[src/rtl/eeprom_pkg.sv]
// Shared types and widths for the EEPROM arbiter and its round-robin picker.
package eeprom_pkg;

  localparam int EE_ADDR_W = 11;
  localparam int EE_DATA_W = 8;

  typedef enum logic [2:0] {
    BOOT,
    IDLE,
    WAIT,
    GAP,
    RESPOND
  } state_t;

endpackage

[src/rtl/eeprom_rr_pick.sv]
// Combinational round-robin picker: searches upward from last_i+1 (mod NUM_REQ)
// and returns a one-hot grant for the first set request bit.
module eeprom_rr_pick
  import eeprom_pkg::*;
#(
  parameter  int NUM_REQ = 2,
  localparam int IDX_W   = $clog2(NUM_REQ)
) (
  input  logic [NUM_REQ-1:0] valid_i,
  input  logic [IDX_W-1:0]   last_i,
  output logic [NUM_REQ-1:0] grant_o,
  output logic               any_o
);

  logic [IDX_W:0] cand;
  logic           found;

  // Walk the candidates in priority order and keep only the first hit.
  always_comb begin
    // NOTE: every variable written here gets a default first, so no latch is inferred.
    grant_o = '0;
    found   = 1'b0;
    cand    = '0;
    for (int k = 1; k <= NUM_REQ; k++) begin
      cand = {1'b0, last_i} + (IDX_W+1)'(k);
      if (cand >= (IDX_W+1)'(NUM_REQ)) cand = cand - (IDX_W+1)'(NUM_REQ);
      if (!found && valid_i[cand[IDX_W-1:0]]) begin
        grant_o[cand[IDX_W-1:0]] = 1'b1;
        found                    = 1'b1;
      end
    end
  end

  assign any_o = |valid_i;

endmodule

[src/rtl/eeprom_arbiter.sv]
// Shares one EEPROM byte-read engine between NUM_REQ requesters: boot hold-off,
// round-robin grant, one outstanding read, per-read timeout with bounded retries.
module eeprom_arbiter
  import eeprom_pkg::*;
#(
  parameter int NUM_REQ        = 2,
  parameter int BOOT_DELAY     = 1_600_000,
  parameter int TIMEOUT_CYCLES = 32_000,
  parameter int MAX_RETRY      = 2,
  parameter int GAP_CYCLES     = 160
) (
  input  logic                           CLK,
  input  logic                           reset,
  input  logic [NUM_REQ-1:0]             req_valid,
  input  logic [NUM_REQ*EE_ADDR_W-1:0]   req_addr,
  output logic [NUM_REQ-1:0]             req_ready,
  output logic [NUM_REQ-1:0]             rsp_valid,
  output logic [EE_DATA_W-1:0]           rsp_data,
  output logic                           rsp_timeout,
  output logic [EE_ADDR_W-1:0]           ee_addr,
  output logic                           ee_read,
  input  logic [EE_DATA_W-1:0]           ee_data,
  input  logic                           ee_data_ready,
  output logic                           busy
);

  localparam int IDX_W  = $clog2(NUM_REQ);
  localparam int BOOT_W = $clog2(BOOT_DELAY) + 1;
  localparam int TMO_W  = $clog2(TIMEOUT_CYCLES) + 1;
  localparam int GAP_W  = $clog2(GAP_CYCLES) + 1;
  localparam int RTRY_W = $clog2(MAX_RETRY) + 1;

  state_t                 state_q;
  logic [BOOT_W-1:0]      boot_cnt_q;
  logic [TMO_W-1:0]       timer_q;
  logic [GAP_W-1:0]       gap_cnt_q;
  logic [RTRY_W-1:0]      retry_q;
  logic [IDX_W-1:0]       last_q;
  logic [IDX_W-1:0]       win_q;
  logic [NUM_REQ-1:0]     req_ready_q;
  logic [NUM_REQ-1:0]     rsp_valid_q;
  logic [EE_DATA_W-1:0]   rsp_data_q;
  logic                   rsp_timeout_q;
  logic [EE_ADDR_W-1:0]   ee_addr_q;
  logic                   ee_read_q;
  logic                   busy_q;

  logic [NUM_REQ-1:0]     grant_d;
  logic                   any_d;
  logic [IDX_W-1:0]       win_d;
  logic [EE_ADDR_W-1:0]   win_addr_d;

  eeprom_rr_pick #(.NUM_REQ(NUM_REQ)) u_pick (
    .valid_i (req_valid),
    .last_i  (last_q),
    .grant_o (grant_d),
    .any_o   (any_d)
  );

  // Convert the one-hot grant into a winner index and select its address.
  always_comb begin
    win_d      = '0;
    win_addr_d = '0;
    for (int i = 0; i < NUM_REQ; i++) begin
      if (grant_d[i]) begin
        win_d      = IDX_W'(i);
        win_addr_d = req_addr[i*EE_ADDR_W +: EE_ADDR_W];
      end
    end
  end

  // Arbiter FSM with all outputs registered; pulses default low every cycle.
  always_ff @(posedge CLK or posedge reset) begin
    if (reset) begin
      state_q       <= BOOT;
      boot_cnt_q    <= '0;
      timer_q       <= '0;
      gap_cnt_q     <= '0;
      retry_q       <= '0;
      last_q        <= IDX_W'(NUM_REQ - 1);
      win_q         <= '0;
      req_ready_q   <= '0;
      rsp_valid_q   <= '0;
      rsp_data_q    <= '0;
      rsp_timeout_q <= 1'b0;
      ee_addr_q     <= '0;
      ee_read_q     <= 1'b0;
      busy_q        <= 1'b1;
    end else begin
      // NOTE: non-blocking defaults drop every pulse output; a later assignment in
      // the same cycle overrides the default, so each pulse lasts one cycle.
      req_ready_q   <= '0;
      rsp_valid_q   <= '0;
      rsp_data_q    <= '0;
      rsp_timeout_q <= 1'b0;
      ee_read_q     <= 1'b0;
      unique case (state_q)
        BOOT: begin
          if (boot_cnt_q == BOOT_W'(BOOT_DELAY - 1)) begin
            state_q <= IDLE;
            busy_q  <= 1'b0;
          end else begin
            boot_cnt_q <= boot_cnt_q + 1'b1;
          end
        end
        IDLE: begin
          if (any_d) begin
            win_q       <= win_d;
            ee_addr_q   <= win_addr_d;
            retry_q     <= '0;
            timer_q     <= '0;
            req_ready_q <= grant_d;
            ee_read_q   <= 1'b1;
            busy_q      <= 1'b1;
            state_q     <= WAIT;
          end
        end
        WAIT: begin
          // Data beats the timeout, even in the terminal cycle. The timer counts
          // cycles after the strobe, so the strobe cycle itself is not counted.
          if (ee_data_ready) begin
            rsp_valid_q[win_q] <= 1'b1;
            rsp_data_q         <= ee_data;
            state_q            <= RESPOND;
          end else if (!ee_read_q) begin
            if (timer_q == TMO_W'(TIMEOUT_CYCLES - 1)) begin
              if (retry_q < RTRY_W'(MAX_RETRY)) begin
                retry_q   <= retry_q + 1'b1;
                gap_cnt_q <= '0;
                state_q   <= GAP;
              end else begin
                rsp_valid_q[win_q] <= 1'b1;
                rsp_timeout_q      <= 1'b1;
                state_q            <= RESPOND;
              end
            end else begin
              timer_q <= timer_q + 1'b1;
            end
          end
        end
        GAP: begin
          if (gap_cnt_q == GAP_W'(GAP_CYCLES - 1)) begin
            ee_read_q <= 1'b1;
            timer_q   <= '0;
            state_q   <= WAIT;
          end else begin
            gap_cnt_q <= gap_cnt_q + 1'b1;
          end
        end
        RESPOND: begin
          last_q    <= win_q;
          ee_addr_q <= '0;
          busy_q    <= 1'b0;
          state_q   <= IDLE;
        end
        default: state_q <= BOOT;
      endcase
    end
  end

  assign req_ready   = req_ready_q;
  assign rsp_valid   = rsp_valid_q;
  assign rsp_data    = rsp_data_q;
  assign rsp_timeout = rsp_timeout_q;
  assign ee_addr     = ee_addr_q;
  assign ee_read     = ee_read_q;
  assign busy        = busy_q;

endmodule
[config.mk]
export PLATFORM = sky130hd
export DESIGN_NAME = eeprom_arbiter
export DESIGN_NICKNAME = d
export VERILOG_FILES = /design/src/rtl/eeprom_pkg.sv /design/src/rtl/eeprom_rr_pick.sv /design/src/rtl/eeprom_arbiter.sv
export SDC_FILE = /design/constraint.sdc
export NUM_CORES = 1
export LEC_CHECK = 0
export ABC_AREA = 0
export CORE_ASPECT_RATIO = 2
export CORE_MARGIN = 2
export CORE_UTILIZATION = 25
export CTS_CLUSTER_SIZE = 28
export DETAILED_ROUTE_END_ITERATION = 6
export PLACE_DENSITY = 0.41
export SYNTH_ARGS = -nofsm -noshare
export SYNTH_HDL_FRONTEND = slang
export SYNTH_HIERARCHICAL = 1
export SYNTH_SLANG_ARGS = --single-unit
[constraint.sdc]
create_clock -name CLK -period 2.95 [get_ports CLK]
set_input_delay 0.4425 -clock CLK [delete_from_list [all_inputs] [get_ports CLK]]
set_output_delay 0.4425 -clock CLK [all_outputs]
set_load 0.03 [all_outputs]
# [Word-level counts from Yosys, hierarchy flattened]
# Cells that the tools add are included.
[classes] addsub=8 n_lt_le_gt_ge=9 eq_ne=18 mux=66 bitwise=2 n_reduce_logical=20
[op_table] operator="two-way mux 16 bit" n=5
[op_table] operator="one-hot mux 16 bit (3 select lines)" n=1
[op_table] operator="two-way mux 9 bit" n=5
[op_table] operator="two-way mux 11 bit" n=3
[op_table] operator="two-way mux 2 bit" n=14
[op_table] operator="adder 22 x 1 -> 22 bit, second input constant" n=1
[op_table] operator="== test 22 x 21 -> 1 bit, second input constant" n=1
[op_table] operator="one-hot mux 11 bit (2 select lines)" n=1
[op_table] operator="two-way mux 3 bit" n=7
[op_table] operator="two-way mux 1 bit" n=20
[op_table] operator="!= test 2 bit, second input constant" n=9
[op_table] operator="one-hot mux 9 bit (2 select lines)" n=1
[op_table] operator="AND reduction 6 bit" n=3
[op_table] operator="adder 16 x 1 -> 16 bit, second input constant" n=1
[op_table] operator="== test 16 x 15 -> 1 bit, second input constant" n=1
[op_table] operator="two-way mux 8 bit" n=2
[op_table] operator="one-hot mux 3 bit (5 select lines)" n=1
[op_table] operator="adder 9 x 1 -> 9 bit, second input constant" n=1
[op_table] operator="== test 9 x 8 -> 1 bit, second input constant" n=1
[op_table] operator="== test 3 x 2 -> 1 bit, second input constant" n=2
[op_table] operator="< comparator 1 x 2 -> 1 bit, second input constant" n=3
[op_table] operator="!= test 3 bit, second input constant" n=2
[op_table] operator="AND reduction 2 bit" n=3
[op_table] operator="nonzero test 2 bit" n=3
[op_table] operator="22 further kinds" n=32
[word_totals] regBits=80 in_bits=35 output_inout_bits=26 wordCells=137

# [Depth between registers and ports, before layout]
[depth] depth_word=14 depth_mapped=7 mapped_depth_nobuf=6

# [Modules after synthesis]
# Netlist, hierarchy kept.
[by_module_without_submodules] mod="eeprom_arbiter" n_inst=1 cells_per_inst=397 area_each_um2=3972.6 seq_area_each_um2=2004.4
[by_module_without_submodules] mod="eeprom_rr_pick" n_inst=1 cells_per_inst=4 area_each_um2=25.0 seq_area_each_um2=0.0

# [Worst setup path before layout]
# No wires, ideal clock.
[synth_path] path_kind="register to register" from="reg timer_q[0]" to="reg timer_q[13]" setup_ns=0.082 arrival_ns=1.970 required_ns=2.868 slack_ns=0.898 path_stages_with_launch=8 path_buffers=1 period_less_slack_ns=2.052 cell_sequence="dfrtp_1 ha_1 nand4_1 or4_4 a21oi_4 buf_6 nor2_4 a31oi_1"
[synth_via] elab_chain_cells=5 elab_cells_between_ends=8 cone_classes="add/sub: 1; eq/ne: 2; mux: 4; reduce/logical: 1"
[synth_rtl] item="start: declaration" line="eeprom_arbiter.sv:35" text="logic [TMO_W-1:0] timer_q;"
[synth_rtl] item="start signal: assignment" line="eeprom_arbiter.sv:137" text="timer_q <= timer_q + 1'b1;"
[synth_rtl] item="adder 16 x 1 -> 16 bit" line="eeprom_arbiter.sv:137"
[synth_rtl] item="two-way mux 16 bit" line="eeprom_arbiter.sv:126" text="if (timer_q == TMO_W'(TIMEOUT_CYCLES - 1)) begin"
[synth_rtl] item="two-way mux 16 bit" line="eeprom_arbiter.sv:125" text="end else if (!ee_read_q) begin"
[synth_rtl] item="two-way mux 16 bit" line="eeprom_arbiter.sv:121" text="if (ee_data_ready) begin"
[synth_rtl] item="one-hot mux 16 bit (3 select lines)" line="eeprom_arbiter.sv:97" text="unique case (state_q)"
# Parallel ways exist; a longest one is shown, timed or not. The select of a mux whose other input is x is not followed.
# A chain may end at the register's enable or synchronous reset.

# [Worst setup path in the final report]
[layout_path] from="reg timer_q[9]" to="reg timer_q[10]"
# The elaborated chain is that of the path after synthesis.

==> run_results.csv <==
group,metric,value,unit
outcome,status,"completed",
drt,first_pass_iters,5,
floorplanning,start_util,25.5,%
drt,vias,3352,
floorplanning,core,15700,µm²
timing,tightest_slew,0.720,ns
finish,final_util,33.0,%
clock_tree,clkSlewWorstSetupHoldPaths,0.06,ns
finish,instances_no_fill,675,
power,power.density,780,nW/µm²
finish,drive_above_1_share,10.1,%
power,power.total,4.04,mW
timing,clock.fmax,420,MHz
flow_run,drv_cap,0,
clock_tree,ctsHtreeMaxLevel,3,
clock_tree,cts_setup_buffers,0,
placed_design,dp_hpwl,8490,µm
global_route,grt_max_degree,49,
critical_path,critical_path.max_fanout,19,
placed_design,placed_cells,660,
finish,area_growth,29.5,%
yosys,synth_edf_count,0,
timing,period_share,80.7,%
yosys,async_flop_share,100,%
timing,setup_viol,0,
yosys,netlist_top_cells_area,"dfrtp_1, nand2_1, o21ai_0, xnor2_1, and3_1",
yosys,synth_most_common_cell,"dfrtp_1",
finish,fin_area,5180,µm²
critical_path,critPathMaxStageDelay,0.56,ns
critical_path,r2r_slack,0.57,ns
placed_design,pre_cts_ws,0.528,ns
floorplanning,die_w,93.4,µm
placed_design,io_buffers,60,
critical_path,cp_num_buf_inv,0,
drt,wl_met3,272,µm
timing,timing.final.max_slew_violations,0,
floorplanning,io_pins,61,
critical_path,r2r_cells,5,
critical_path,cp.depth,5,
power,vdd_drop_max,0.246,mV
drt,met1_length,4130,µm
critical_path,startpoint_type,"register",
drt,drc,0,
yosys,ys_ff_latch,80,
timing,final_hold_viol_count,0,
drt,dr.first_iter.drc_count,129,
critical_path,critPathKind,"reg2reg",
critical_path,cp_cell_sequence,"or4b_4, or4_4, a21oi_4, nor4_1, mux2i_1",
clock_tree,cts.sinks,80,
timing,layout_min_cycle_time,2.38,ns
placed_design,gp_congestion,0.807,
floorplanning,chipHeight,183,µm
timing,fin_hold_ws,0.290,ns
finish,final_nets,508,
timing,rsz0062_at_grt,"no",
yosys,synth_common_cells,"dfrtp_1, nand2_1, o21ai_0",
floorplanning,core.rowCount,65,
global_route,antenna_found_initial,0,
yosys,synthDistinctLibCells,65,
power,p_leak,2.16,nW
yosys,synth_top_area_share,48.8,%
timing,slew_headroom,51.5,%
yosys,synth_nets,439,
timing,tns,0,ns
timing,fin_skew,0.00655,ns
placed_design,dpl_cell_area,4890,µm²
drt,ant_nets,0,
drt,vias_per_cell,4.97,
global_route,grt_pass1_wl,18100,µm
yosys,netlist_area,4000,µm²
yosys,ys_warn_count,6,
yosys,synth_area_per_cell,9.97,µm²
critical_path,worst_r2r_startpoint,"timer_q[9]$_DFFE_PP0P_",
clock_tree,ctsResizeCount,0,
worst_hold_path,hp-class,"in2async",
drt,route.met2.wl,6550,µm
critical_path,cp-end-kind,"register",
clock_tree,cts.path.max_buffers,2,
global_route,grtUsageTotal,13.7,%
critical_path,cp.arrival,2.57,ns
yosys,synthCells,401,
drt,routedWlPerCell,16.8,µm
critical_path,rr_endpoint,"timer_q[10]$_DFFE_PP0P_",
critical_path,cp_slowest_cell,"or4b_4",
timing,setup_ws,0.568,ns
clock_tree,holdBufCountCts,0,
floorplanning,dieArea,17100,µm²
drt,routed_wl,11300,µm
yosys,ys.flop_type,"dfrtp_1",
drt,top_layer_used,"met4",
yosys,synth_top_area_cell,"dfrtp_1",
yosys,ys_seq_area_share,50.1,%
clock_tree,cts_root_buf,"clkbuf_16",
critical_path,cp.required,3.14,ns
global_route,overflow,0,
finish,diodes,0,
clock_tree,cts_tree,"done",
clock_tree,clk_latency,0.33,ns
global_route,first_global_vias,3415,
critical_path,cp_top_family,"simple AND/OR/NAND/NOR gates",
clock_tree,numCtsBuffers,9,
-- worst max path at each step --
stage	from	to	slack (ns)
6_report	timer_q[9]$_DFFE_PP0P_	timer_q[10]$_DFFE_PP0P_	0.57
3_5_place_dp	ee_data_ready	timer_q[14]$_DFFE_PP0P_	0.53
5_1_grt	boot_cnt_q[17]$_DFFE_PP0P_	boot_cnt_q[7]$_DFFE_PP0P_	0.42
4_1_cts	timer_q[9]$_DFFE_PP0P_	timer_q[10]$_DFFE_PP0P_	0.54
3_3_place_gp	ee_data_ready	timer_q[14]$_DFFE_PP0P_	0.53
2_1_floorplan	reset	boot_cnt_q[0]$_DFFE_PP0P_	0.46
-- sequential cells by signal, indices dropped and copies added, names as in the netlist --
signal and flops:
boot_cnt_q 22, timer_q 16, ee_addr 11, gap_cnt_q 9
rsp_data 8, state_q 3, req_ready 2, retry_q 2
rsp_valid 2, busy 1, ee_read 1, last_q 1
rsp_timeout 1, win_q 1
-- cells in the final DEF (no fill, tap or decap), types with 3 or more instances in the layout --
master           Yosys  final
dfrtp_1             78     78
clkdlybuf4s50_1      0     60
nand2_1             40     40
o21ai_0             26     26
nand3_1             21     21
and3_1              19     19
a21oi_1             17     17
xnor2_1             14     14
nor2_1              13     13
nand4_1             13     13
buf_4                1     12
a31oi_1             11     11
a22oi_1             10     10
clkbuf_16            0      9
o31ai_1              8      8
nor3_1               8      8
inv_1                9      8
nand2b_1             7      7
or4_1                7      7
xor2_1               7      7
or3_1                6      6
nor4_1               6      6
nor2b_1              5      5
and4_1               5      5
o21ai_1              5      5
and2_1               3      3
mux2i_1              3      3
ha_1                 3      3
-- worst register-to-register path, stage by stage (launching register included) --
cell and delay [ns]:
dfrtp_1 0.44, or4b_4 0.56, or4_4 0.45, a21oi_4 0.46
nor4_1 0.18, mux2i_1 0.16
-- layout make-up --
class                           count  area [µm²]
Clock buffer                       10         229
Fill cell                        1613       10500
Timing Repair Buffer               73         711
Sequential cell                    80        2000
Clock inverter                      5        58.8
Tap cell                          201         251
Inverter                           10        38.8
Multi-Input combinational cell    296        1890
-- routing by layer --
| metal | global-route usage, % | up-vias |
|---|---|---|
| met5 | 0 | - |
| met4 | 6.41 | 0 |
| met3 | 2.18 | 25 |
| met2 | 26.4 | 60 |
| met1 | 14.0 | 1646 |
| li1 | - | 1621 |
-- where the power goes --
group / switching [mW] / total (mW) / internal [mW]
logic: 0.816 / 1.35 / 0.536
clock network: 0.451 / 1.10 / 0.651
registers: 0.253 / 1.59 / 1.33
-- logic make-up (layout without fill, tap and decap cells) --
family / Yosys count / in the layout / share of synthesized area, %
compound gates: 100 / 100 / 16.6
xor+xnor: 21 / 21 / 4.60
fa+ha+maj: 3 / 3 / 0.939
buf+inv: 25 / 98 / 2.69
flops: 80 / 80 / 50.1
mux: 5 / 5 / 1.31
simple gates: 167 / 167 / 23.7
Note: power is estimated with default switching activity, not from simulation.
